==> src/rtl/buffer_write_arbiter.sv <==
// Round-robin merge of NUM_CH strobed sample sources into the Buffer write port.
// Each channel owns a one-entry holding register; lost samples are counted as overruns.
module buffer_write_arbiter #(
  parameter int NUM_CH     = 4,
  parameter int CH_BITS    = 2,
  parameter int DATA_WIDTH = 32,
  parameter int SMP_W      = DATA_WIDTH - CH_BITS,
  parameter int STALL_MAX  = 16
) (
  input  logic                    clk,
  input  logic                    rst,
  input  logic                    enable,
  input  logic [NUM_CH*SMP_W-1:0] smp_data,
  input  logic [NUM_CH-1:0]       smp_strobe,
  output logic [DATA_WIDTH-1:0]   buf_data,
  output logic                    buf_valid,
  input  logic                    buf_ack,
  output logic                    busy,
  output logic                    stall,
  output logic [NUM_CH-1:0]       ovr_flag,
  input  logic                    ovr_clr,
  output logic [15:0]             drop_cnt
);

  localparam int CNT_W = $clog2(STALL_MAX + 1);

  // Handshake: buf_valid rises with a grant and buf_data stays frozen until
  // buf_ack is sampled high; the word is then considered written.
  typedef enum logic {IDLE, SEND} state_t;

  state_t             state;
  logic [NUM_CH-1:0]  pend;
  logic [SMP_W-1:0]   hold [NUM_CH];
  logic [CH_BITS-1:0] rr_ptr;
  logic [CNT_W-1:0]   send_cnt;

  logic               grant_ok;
  logic [CH_BITS-1:0] grant_idx;
  logic [CH_BITS-1:0] cand;
  logic [NUM_CH-1:0]  grant_vec;
  logic [NUM_CH-1:0]  cap_vec;
  logic [NUM_CH-1:0]  drop_vec;
  logic [15:0]        n_drop;
  logic [16:0]        drop_sum;

  // Walk from the farthest candidate back to rr_ptr+1 so the nearest pending channel wins.
  always_comb begin
    grant_ok  = 1'b0;
    grant_idx = '0;
    cand      = '0;
    for (int k = NUM_CH; k >= 1; k--) begin
      cand = rr_ptr + CH_BITS'(k);
      if (pend[cand]) begin
        grant_ok  = 1'b1;
        grant_idx = cand;
      end
    end
    if (state != IDLE || !enable) grant_ok = 1'b0;
    grant_vec = '0;
    if (grant_ok) grant_vec[grant_idx] = 1'b1;
  end

  // A grant frees the slot in the same cycle, so a coincident strobe is stored, not dropped.
  always_comb begin
    cap_vec  = enable ? (smp_strobe & (~pend | grant_vec)) : '0;
    drop_vec = enable ? (smp_strobe & pend & ~grant_vec) : '0;
    n_drop   = '0;
    for (int i = 0; i < NUM_CH; i++) n_drop = n_drop + 16'(drop_vec[i]);
    drop_sum = {1'b0, (ovr_clr ? 16'h0 : drop_cnt)} + {1'b0, n_drop};
  end

  always_ff @(posedge clk) begin
    for (int i = 0; i < NUM_CH; i++)
      if (cap_vec[i]) hold[i] <= smp_data[i*SMP_W +: SMP_W];
  end

  always_ff @(posedge clk or negedge rst) begin
    if (!rst) begin
      state     <= IDLE;
      pend      <= '0;
      rr_ptr    <= CH_BITS'(NUM_CH - 1);
      send_cnt  <= '0;
      buf_data  <= '0;
      buf_valid <= 1'b0;
      ovr_flag  <= '0;
      drop_cnt  <= '0;
    end else begin
      pend     <= (pend & ~grant_vec) | cap_vec;
      ovr_flag <= (ovr_clr ? '0 : ovr_flag) | drop_vec;
      drop_cnt <= drop_sum[16] ? 16'hFFFF : drop_sum[15:0];
      case (state)
        IDLE: begin
          if (grant_ok) begin
            buf_data  <= {grant_idx, hold[grant_idx]};
            buf_valid <= 1'b1;
            rr_ptr    <= grant_idx;
            send_cnt  <= CNT_W'(1);
            state     <= SEND;
          end
        end
        SEND: begin
          if (buf_ack) begin
            buf_valid <= 1'b0;
            state     <= IDLE;
          end else if (send_cnt < CNT_W'(STALL_MAX)) begin
            send_cnt <= send_cnt + CNT_W'(1);
          end
        end
        default: state <= IDLE;
      endcase
    end
  end

  assign busy  = (state == SEND);
  assign stall = (state == SEND) && (send_cnt >= CNT_W'(STALL_MAX));

endmodule

==> config.mk <==
export PLATFORM = sky130hd
export DESIGN_NAME = buffer_write_arbiter
export DESIGN_NICKNAME = d
export VERILOG_FILES = /design/src/rtl/buffer_write_arbiter.sv
export SDC_FILE = /design/constraint.sdc
export NUM_CORES = 1
export LEC_CHECK = 0
export BUFFER_PORTS_ARGS = -buffer_cell sky130_fd_sc_hd__buf_2
export CAP_MARGIN = 20
export CELL_PAD_IN_SITES_DETAIL_PLACEMENT = 0
export CELL_PAD_IN_SITES_GLOBAL_PLACEMENT = 2
export CORE_MARGIN = 2
export CORE_UTILIZATION = 38
export CTS_BUF_LIST = sky130_fd_sc_hd__clkbuf_2
export DETAILED_ROUTE_END_ITERATION = 8
export PLACE_DENSITY = 0.88
export SLEW_MARGIN = 40
export SYNTH_ARGS = -nofsm -noshare
export SYNTH_HDL_FRONTEND = slang
export SYNTH_SLANG_ARGS = --single-unit
==> constraint.sdc <==
create_clock -name clk -period 5 [get_ports clk]
set_input_delay 0.25 -clock clk [delete_from_list [all_inputs] [get_ports clk]]
set_output_delay 0.25 -clock clk [all_outputs]
set_load 0.05 [all_outputs]
# Word level (Yosys, flattened, before mapping)
# Memories as Yosys holds them, arrays and structs flattened. A register that Yosys moved wholly into a read port is not among the register bits.
# Index checks and enable logic that the tools add are counted.
dict set report word_totals {
  regBits 65
  word_cells 90
  mem_bits_rw 120
  memories 1
}
dict set report classes {
  n_reduce_logical 8
  n_eq_ne 4
  order_cmp 8
  n_bitwise 10
  mux 43
  n_addsub 8
}
# name depth word_bits rd rd_clocked_by_memory_dff wr line_no
set memory_table {}
lappend memory_table {hold 4 30 1 1 4 33} ;# logic [SMP_W-1:0] hold [NUM_CH];
# cell count
set op_table {}
lappend op_table {{2-to-1 mux 16 bit} 2}
lappend op_table {{2-to-1 mux 1 bit} 22}
lappend op_table {{adder 16 x 4 -> 17 bit} 1}
lappend op_table {{AND 4 bit} 4}
lappend op_table {{2-to-1 mux 4 bit} 4}
lappend op_table {{less-than comparator 2 x 3 -> 1 bit (second input constant)} 5}
lappend op_table {{2-to-1 mux 5 bit} 3}
lappend op_table {{bitwise OR 4 bit} 3}
lappend op_table {{one-hot mux 5 bit (2 select lines)} 1}
lappend op_table {{binary-select mux 1 bit (select 2 bit)} 4}
lappend op_table {{2-to-1 mux 2 bit} 4}
lappend op_table {{NOT 4 bit} 2}
lappend op_table {{inequality test 2 bit (second input constant)} 3}
lappend op_table {{adder 5 x 1 -> 5 bit (second input constant)} 1}
lappend op_table {{greater-or-equal comparator 5 bit (second input constant)} 1}
lappend op_table {{less-than comparator 5 bit (second input constant)} 1}
lappend op_table {{adder 2 bit (second input constant)} 2}
lappend op_table {{adder 3 x 1 -> 4 bit} 1}
lappend op_table {{one-hot mux 1 bit (2 select lines)} 2}
lappend op_table {{AND reduction 2 bit} 2}
lappend op_table {{adder 2 x 1 -> 3 bit} 1}
lappend op_table {{AND reduction 3 bit} 1}
lappend op_table {{adder 1 x 1 -> 2 bit} 1}
lappend op_table {{adder 2 x 1 -> 2 bit (second input constant)} 1}
lappend op_table {{7 further kinds} 9}

# Depth between registers and ports, before layout
# Gate-level depths: netlist of run 1.
dict set report logic_depth {
  ltp_word 19
  mapped_depth 17
  ltp_nobuf 15
}

# Worst setup path after synthesis of run 1
# No wires, ideal clock.
dict set report synth_timing {
  path_type {flip-flop to flip-flop}
  startpoint {register rr_ptr[1]}
  endpoint {register drop_cnt[10]}
  path_slack_ns 1.178
  arrival_time_ns 3.739
  setup_ns 0.083
  required_time_ns 4.917
  path_stages_with_launch 18
  synth_period_minus_slack_ns 3.822
  path_cell_list {dfstp_2 nand2b_1 a21boi_2 o221a_2 buf_6 o21ai_1 nor2_1 fa_1 inv_1 fa_1 inv_1 fa_1 and4_1 nand3_1 nor3_1 nand4_1 buf_2 o21ai_0}
}
dict set report synth_via {
  elab_chain_cells 19
  elab_cells_between_ends 34
  cone_classes {add/sub (7); order compare (2); mux (22); bitwise (2); reduce/logical (1)}
}
# element line_no
set synth_lines {}
lappend synth_lines {{from (decl)} 34} ;# logic [CH_BITS-1:0] rr_ptr;
lappend synth_lines {{from (signal assigned)} 81} ;# rr_ptr <= CH_BITS'(NUM_CH - 1);
lappend synth_lines {{from (signal assigned)} 96} ;# rr_ptr <= grant_idx;
lappend synth_lines {{adder 2 bit or binary-select mux 1 bit (select 2 bit) (tied branches)} {52, 53}}
lappend synth_lines {{binary-select mux 1 bit (select 2 bit) or 2-to-1 mux 1 bit (tied branches)} 53} ;# if (pend[cand]) begin
lappend synth_lines {{2-to-1 mux 1 bit (not written as such) or 2-to-1 mux 2 bit (tied branches)} 53}
lappend synth_lines {{2-to-1 mux 2 bit (3 in a row)} 53}
lappend synth_lines {{less-than comparator 2 x 3 -> 1 bit (not written as such) or greater-or-equal comparator 2 x 1 -> 1 bit (tied branches)} 60} ;# if (grant_ok) grant_vec[grant_idx] = 1'b1;
lappend synth_lines {{logical AND 1 bit (not written as such)} 60}
lappend synth_lines {{2-to-1 mux 1 bit (not written as such)} 60}
lappend synth_lines {{demux 1 bit (select 2 bit)} 60}
lappend synth_lines {{2-to-1 mux 4 bit (*)} 60}
lappend synth_lines {{NOT 4 bit (*)} 66} ;# drop_vec = enable ? (smp_strobe & pend & ~grant_vec) : '0;
lappend synth_lines {{AND 4 bit (*)} 66}
lappend synth_lines {{2-to-1 mux 4 bit (*)} 66}
lappend synth_lines {{adder 1 x 1 -> 2 bit} 68} ;# for (int i = 0; i < NUM_CH; i++) n_drop = n_drop + 16'(drop_vec[i]);
lappend synth_lines {{adder 2 x 1 -> 3 bit} 68}
lappend synth_lines {{adder 3 x 1 -> 4 bit (*)} 68}
lappend synth_lines {{adder 16 x 4 -> 17 bit (*)} 69} ;# drop_sum = {1'b0, (ovr_clr ? 16'h0 : drop_cnt)} + {1'b0, n_drop};
lappend synth_lines {{2-to-1 mux 16 bit (*)} 90} ;# drop_cnt <= drop_sum[16] ? 16'hFFFF : drop_sum[15:0];
lappend synth_lines {{to (signal assigned)} 90}
lappend synth_lines {{to (decl)} 22} ;# output logic [15:0] drop_cnt
# Every way passes the cells marked *; elsewhere a longest branch is shown, timed or not. The select of a mux whose other input is x is not followed.
# A chain may end at the register's enable or synchronous reset.

# Worst setup path in the final report of run 1
dict set report layout_timing {
  startpoint {register rr_ptr[0]}
  endpoint {register drop_cnt[7]}
}
# The elaborated chain is that of the path after synthesis.

==> run metrics, run 1 <==
status completed; VDD IR max 0.0002835 V; initial core utilization 38.67%; Pre-Repair DR Iteration Count 5; type of the worst min-delay path input port to flop; Syn-to-layout area delta 39.23%; setup TNS 0 ns; power share of the sequential group between 40% and 50%; Die Width roughly 140 um; Row Count 50; Tot Pwr between 4 and 5 mW; Clock Pin Slew Worst Setup and Hold Paths about 0.28 ns; most frequent cell after synthesis edfxtp_1; fin area a little over 0.01 sq mm; fin crit share between 80% and 90%; Root Buffer clkbuf_2; drt total wl 18.96 mm; Max clock buf depth 2; P per Cell Area 479.6 mW/mm^2; Sink Count approximately 190; internal power 2.845 mW; final core occ between 50% and 60%; sw power between 1.5 and 2 mW; leak pwr about 4.3 nW; DRC Markers 0; vias in the first global route approximately 5.6k; clk_lat worst skew 0.75 ns; worst rel slew slack a little over half; ranking of synthesized cells by area edfxtp_1 50%, dfrtp_1 22%, mux2i_1 8.4%; worst endpoint data arrival time 5.03 ns; Gate power share around 41%; CTS Buf Count 17; Final Hold Fails 0; Yosys warnings 0; CP Class flop to flop; Synth Register Bits around 190; HPWL Detailed 12.01 mm; Synth Flop Type edfxtp_1; Vias 5256; top-area cell type share of the netlist area 49.82%; Total Nets Final around 900; maxcap violations 0; Post-synth EDFFs 120; Worst setup SP type flop; Synth Net Count 598; gpl congestion 0.8422; Post-synth top cells 120 x edfxtp_1, 63 x dfrtp_1, 61 x mux2i_1; CORE AREA between 0.015 and 0.02 sq mm; largest net degree at the start of global routing 64; die footprint 0.02015 sq mm; io pins between 150 and 200; worst-path maximum fanout 14; Post-Syn Area roughly 0.0072 sq mm; layout cell share with drive strength beyond 1 roughly 30%; setup violators final 0; Fillers about 1.5k; Seq/Total Area, Yosys between 70 and 80%; clock share of power 15.3%; worst-margin pin slew between 0.7 and 0.8 ns; WP data required about 5.7 ns; Final Critical Period around 4.4 ns; RSZ-0062 raised after global routing no; htree depth 4; GRT Total Usage 19.01%; Final ANT Viol Nets 0; first-pass GRT wire length between 20 and 30 mm; Switching Fraction roughly two fifths; Post-synth ARST share around a third; Area after DPL 0.008509 sq mm; via-per-instance ratio slightly above 5; CTS tree built; antenna violations before repair 1; FMAX between 0.2 and 0.25 GHz; IO buf count around 180; Cell variety after synth 45; Pins Over Slew Limit 0; DR iter-0 viols around 250; DR WL/cell 18.31 um; Mean Syn Cell Area between 15 and 20 sq um; GRT overflow 0; Critical Path End Type flop; Cells after Synth between 400 and 500; die height 142.0 um; Synth area leader edfxtp_1; Post-Route Skew around 0.030 ns
logic make-up (layout without fill, tap and decap cells):
kind of cell    Yosys count  count (layout)  synth area share (%)
compound gates           70              70                 7.317
fa+ha+maj                 5               5                 1.176
other cells               0               1                     0
mux                      62              62                 8.597
flops                   185             185                 72.34
buf+inv                  27             364                 2.370
xor+xnor                 12              12                 1.453
simple gates            103             103                 6.746
placed cells by master (no fill, tap or decap), drive strengths merged, types with 2 or more instances in the layout:
cell         count
buf            196
fa               3
and4b            2
ha               2
and3             2
mux2i           61
edfxtp         120
nor2b            8
dlygate4sd3    129
nand2b           5
nor3             3
nand3            7
or2              2
o221ai          31
o21ai           20
nand2           54
clkinv           6
xor2             8
o2bb2ai          3
inv             12
dfstp            2
clkbuf          19
xnor2            4
a21oi            5
nand4            4
dfrtp           63
o2111ai          3
nor2            11
worst max-delay path, stage by stage, from the launching register on:
cell and delay [ns]:
dfstp_2 0.63, and3b_1 0.18, o31ai_1 0.26, nand2_1 0.15, buf_4 0.22, o21ai_1 0.26, nor2_1 0.10, fa_1 0.51
inv_1 0.05, fa_1 0.44, inv_1 0.08, fa_1 0.22, and4_1 0.28, nand3_1 0.12, nor3_1 0.33, nand4_1 0.15
buf_4 0.21, o21ai_0 0.09
cell type report:
cell class	instances	area, sq um	share of cell area (%)
antenna	1	2.502	0.02485
clock buffer	19	95.09	0.9442
clock inverter	13	137.6	1.367
inverter	7	26.28	0.2609
multi-input combinational	252	1871	18.57
sequential	185	5233	51.96
tap	234	292.8	2.907
timing repair buffer	325	2414	23.97
timing repair:
action	4_1_cts	5_1_grt
buffers inserted	0	1
endpoints found under the hold margin	223	0
gates resized for setup	0	0
setup endpoints to repair	0	2
hold buffers	130	0
routing by layer:
layer  vias to the layer above  global-route usage, %  share of wire, %
met5                         -                      0                 0
met4                         0                  8.158               2.9
met3                        44                  4.744               5.6
met2                       226                  33.09                52
met1                      2571                  22.49                39
li1                       2415                      -                 -
through the flow:
stage	hold WS, ns	worst slack (ns)	instances
global placement	0.4224	0.5378	866
detailed placement	0.2961	0.4121	872
finish	0.1858	0.6273	1036
global route	0.05849	0.3384	1036
CTS	0.08182	0.3672	1034
floorplan	-0.04559	1.178	464
state kept, by name, summed over array words and instances, names as in the netlist:
name,count
buf_data,32
buf_valid,1
busy,1
drop_cnt,16
hold,120
ovr_flag,4
pend,4
rr_ptr,2
send_cnt,5
power by group through the flow:
stage	clock (mW)	combinational [mW]	sequential [mW]
3_3_place_gp	0	1.83	2.14
2_1_floorplan	0	0.959	2.62
4_1_cts	0.767	1.99	2.11
3_5_place_dp	0	1.91	2.14
6_report	0.738	1.98	2.11
5_1_grt	0.829	2.11	2.14
final timing paths:
| path | from | end | slack, ns | cells past startpoint |
|---|---|---|---|---|
| setup / recovery | rr_ptr[0] | drop_cnt[7] | 0.63 | 17 |
| hold / removal | smp_data[13] | hold[0][13] | 0.19 | 2 |
| setup reg to reg | rr_ptr[0] | drop_cnt[7] | 0.63 | 17 |
| hold reg to reg | buf_data[31] | buf_data[31] | 0.51 | 2 |
| max in group asynchronous | rst | drop_cnt[2] | 4.12 | 4 |
| min in group asynchronous | rst | rr_ptr[0] | 0.53 | 3 |
Note: power is estimated with default switching activity, not from simulation.
==> run 2, diff against run 1 <==
==> constraint.sdc (replaced) <==
create_clock -name clk -period 5 [get_ports clk]
set_input_delay 1 -clock clk [delete_from_list [all_inputs] [get_ports clk]]
set_output_delay 1 -clock clk [all_outputs]
set_load 0.05 [all_outputs]
==> run 2 against run 1 <==
  * Largest cell class unchanged
  * Critical path depth decreased by 1
  * Routed wire length decreased by 9.6%
  * Count of clock-buffer cells in the layout is 1 lower
  * Combinational power fell by 5%
  * Highest routed layer is now met5
  * Register-to-register slack gained 0.07 ns
  * First-iteration DRC count decreased by 5.2%
  * Flip-flop and latch count is the same
  * Largest power group unchanged
  * Final cell count decreased by 12%
==> run metrics, run 2 (synthesized netlist as in run 1, its figures left out) <==
VDD IR max 0.0003045 V (+7.4%); commonest non-fill, non-tap cell in the layout buf_2; setup violators final 0 (unchanged); Placed Instances 872 (unchanged); type of the worst min-delay path input port to asynchronous set/reset pin; final core occ 46.72% (-7.1 points); Tot Pwr 4.728 mW (-2.1%); HPWL Detailed 11.93 mm (-0.69%); number of flip-flops in the largest register 120 (unchanged); worst endpoint data arrival time 4.97 ns (-0.06 ns); gpl congestion 0.7609 (-9.7%); P per Cell Area 540.9 mW/mm^2 (+13%); Vias 4576 (-13%); RSZ-0062 raised after global routing no; htree depth 4 (unchanged); Fillers 1667 (+11%); maxcap violations 0 (unchanged); Clock Pin Slew Worst Setup and Hold Paths 0.28 ns (about the same); Final ANT Viol Nets 0 (unchanged); antenna violations before repair 4 (+3); Final Critical Period 4.302 ns (-0.07078 ns); met3 GRT Util 3.903% (-0.84 points); CTS resizes 0 (unchanged); final std cells w/o fill 907 (-12%); Worst setup SP type flop; setup TNS 0 ns (unchanged); CTS tree built; Hold Buf Count CTS 0 (-100%); WP data required 5.66 ns (about the same); M1 GR Usage 21.68% (-0.81 points); leak pwr 3.762 nW (-13%); fin crit share 86.04% (-1.4 points); flop-to-flop setup slack 0.70 ns (+0.07 ns); CP Class flop to flop; io pins 184 (unchanged); RR Startpoint rr_ptr[1]; GRT Total Usage 17.34% (-1.7 points); die height 142.0 um (unchanged); Pre-Repair DR Iteration Count 4 (-1); top flop regs hold (120), buf_data (32), drop_cnt (16); drt total wl 17.14 mm (-9.6%); vias in the first global route 4863 (-13%); Most Crowded Layer GR met2; DR WL/cell 18.89 um (+3.2%); layout cell share with drive strength beyond 1 36.07% (+5.9 points); via-per-instance ratio 5.045 (-0.55%); Sink Count 185 (unchanged); GR Util met2 30.17% (-2.9 points); IO buf count 183 (unchanged); Total Nets Final 792 (-14%); status completed; Post-Route Skew 0.02943 ns (-0.001009 ns); Row Count 50 (unchanged); DR iter-0 viols 236 (-5.2%); worst-path maximum fanout 26 (+12); CTS Buf Count 17 (unchanged); first-pass GRT wire length 26.19 mm (-9.3%); final worst setup slack 0.6981 ns (+0.07078 ns); die footprint 0.02015 sq mm (unchanged); Syn-to-layout area delta 20.83%; worst rel slew slack 53.18% (+0.43 points); CORE AREA 0.01871 sq mm (unchanged); FMAX 0.2325 GHz (+1.6%); worst-margin pin slew 0.7023 ns (-0.006496 ns); Place WS 0.1036 ns (-0.3084 ns); Critical Path End Type flop; commonest cells after routing, fill and taps aside 182 x buf_2, 120 x edfxtp_1, 63 x dfrtp_1; Pins Over Slew Limit 0 (unchanged); Max clock buf depth 2 (unchanged); clk_lat worst skew 0.72 ns (-0.03 ns); largest net degree at the start of global routing 66 (+3.1%); DRC Markers 0 (unchanged); Final Hold Fails 0 (unchanged); Die Width 142.0 um (unchanged); R2R depth 16 (-1); largest register by flop count hold; initial core utilization 38.67% (unchanged); GRT overflow 0 (unchanged); Root Buffer clkbuf_2; worst r2r dst drop_cnt[6]
[run 2: cell count changes in the layout (fill, tap and decap cells not counted)]
cell           delta
clkinv_1          -1
clkinv_2          -1
clkinv_8          +3
clkinv_4          -1
bufinv_16         -1
dlygate4sd3_1   -129
inv_8             -1
inv_6             +2
buf_16            -3
buf_8             +2
clkinvlp_4        +1
clkbuf_2          -1
diode_2           +1
[run 2: power breakdown]
group	total, mW	switching [mW]	leakage [nW]	internal [mW]
registers	2.11	0.164	1.90	1.94
logic	1.89	1.26	1.72	0.623
clock network	0.738	0.571	0.142	0.166
[run 2: metal layers]
layer	share of wire (%)	wire length, um	vias to the layer above
li1	-	-	2148
met1	41	7097	2259
met2	52	8956	154
met3	5.1	879	13
met4	1.1	191	2
met5	0.064	11	-
[run 2: repair_timing]
action / 4_1_cts / 5_1_grt
buffers inserted: 0 / 1
endpoints found under the hold margin: 0 / 0
setup endpoints to repair: 0 / 3
[run 2: worst max-delay path by stage]
stage                    from           end  slack, ns  cells after the start
floorplan              enable  drop_cnt[10]       0.84                     16
global placement       enable  drop_cnt[13]       0.32                     16
detailed placement     enable  drop_cnt[13]       0.10                     16
CTS                 rr_ptr[1]  drop_cnt[13]       0.39                     15
global route          pend[2]   drop_cnt[6]       0.40                     16
finish              rr_ptr[1]   drop_cnt[6]       0.70                     16
[run 2: final cells by class]
class	count	area [sq um]	share of cell area, %
Antenna cell	2	5.005	0.05727
Clock buffer	18	90.09	1.031
Clock inverter	14	152.6	1.747
Inverter	7	26.28	0.3006
Multi-Input combinational cell	252	1871	21.40
Sequential cell	185	5233	59.87
Tap cell	234	292.8	3.350
Timing Repair Buffer	195	1070	12.24
[run 2: critical path: stages (launching register included)]
cell      delay, ns
dfstp_2        0.65
nand2b_1       0.14
a21boi_2       0.07
o221a_4        0.43
o21ai_1        0.36
nor2_1         0.11
fa_1           0.50
inv_1          0.06
fa_1           0.44
inv_1          0.08
fa_1           0.21
and4_1         0.27
nand3_1        0.13
nor3_1         0.36
nand4_1        0.14
buf_4          0.21
o21ai_0        0.09
[run 2: through the flow]
| stage | hold WS (ns) | area [sq um] |
|---|---|---|
| floorplan | 0.4726 | 7233 |
| global placement | 0.4555 | 8378 |
| detailed placement | 0.4645 | 8484 |
| CTS | 0.1378 | 8727 |
| global route | 0.1375 | 8740 |
| finish | 0.2337 | 8740 |
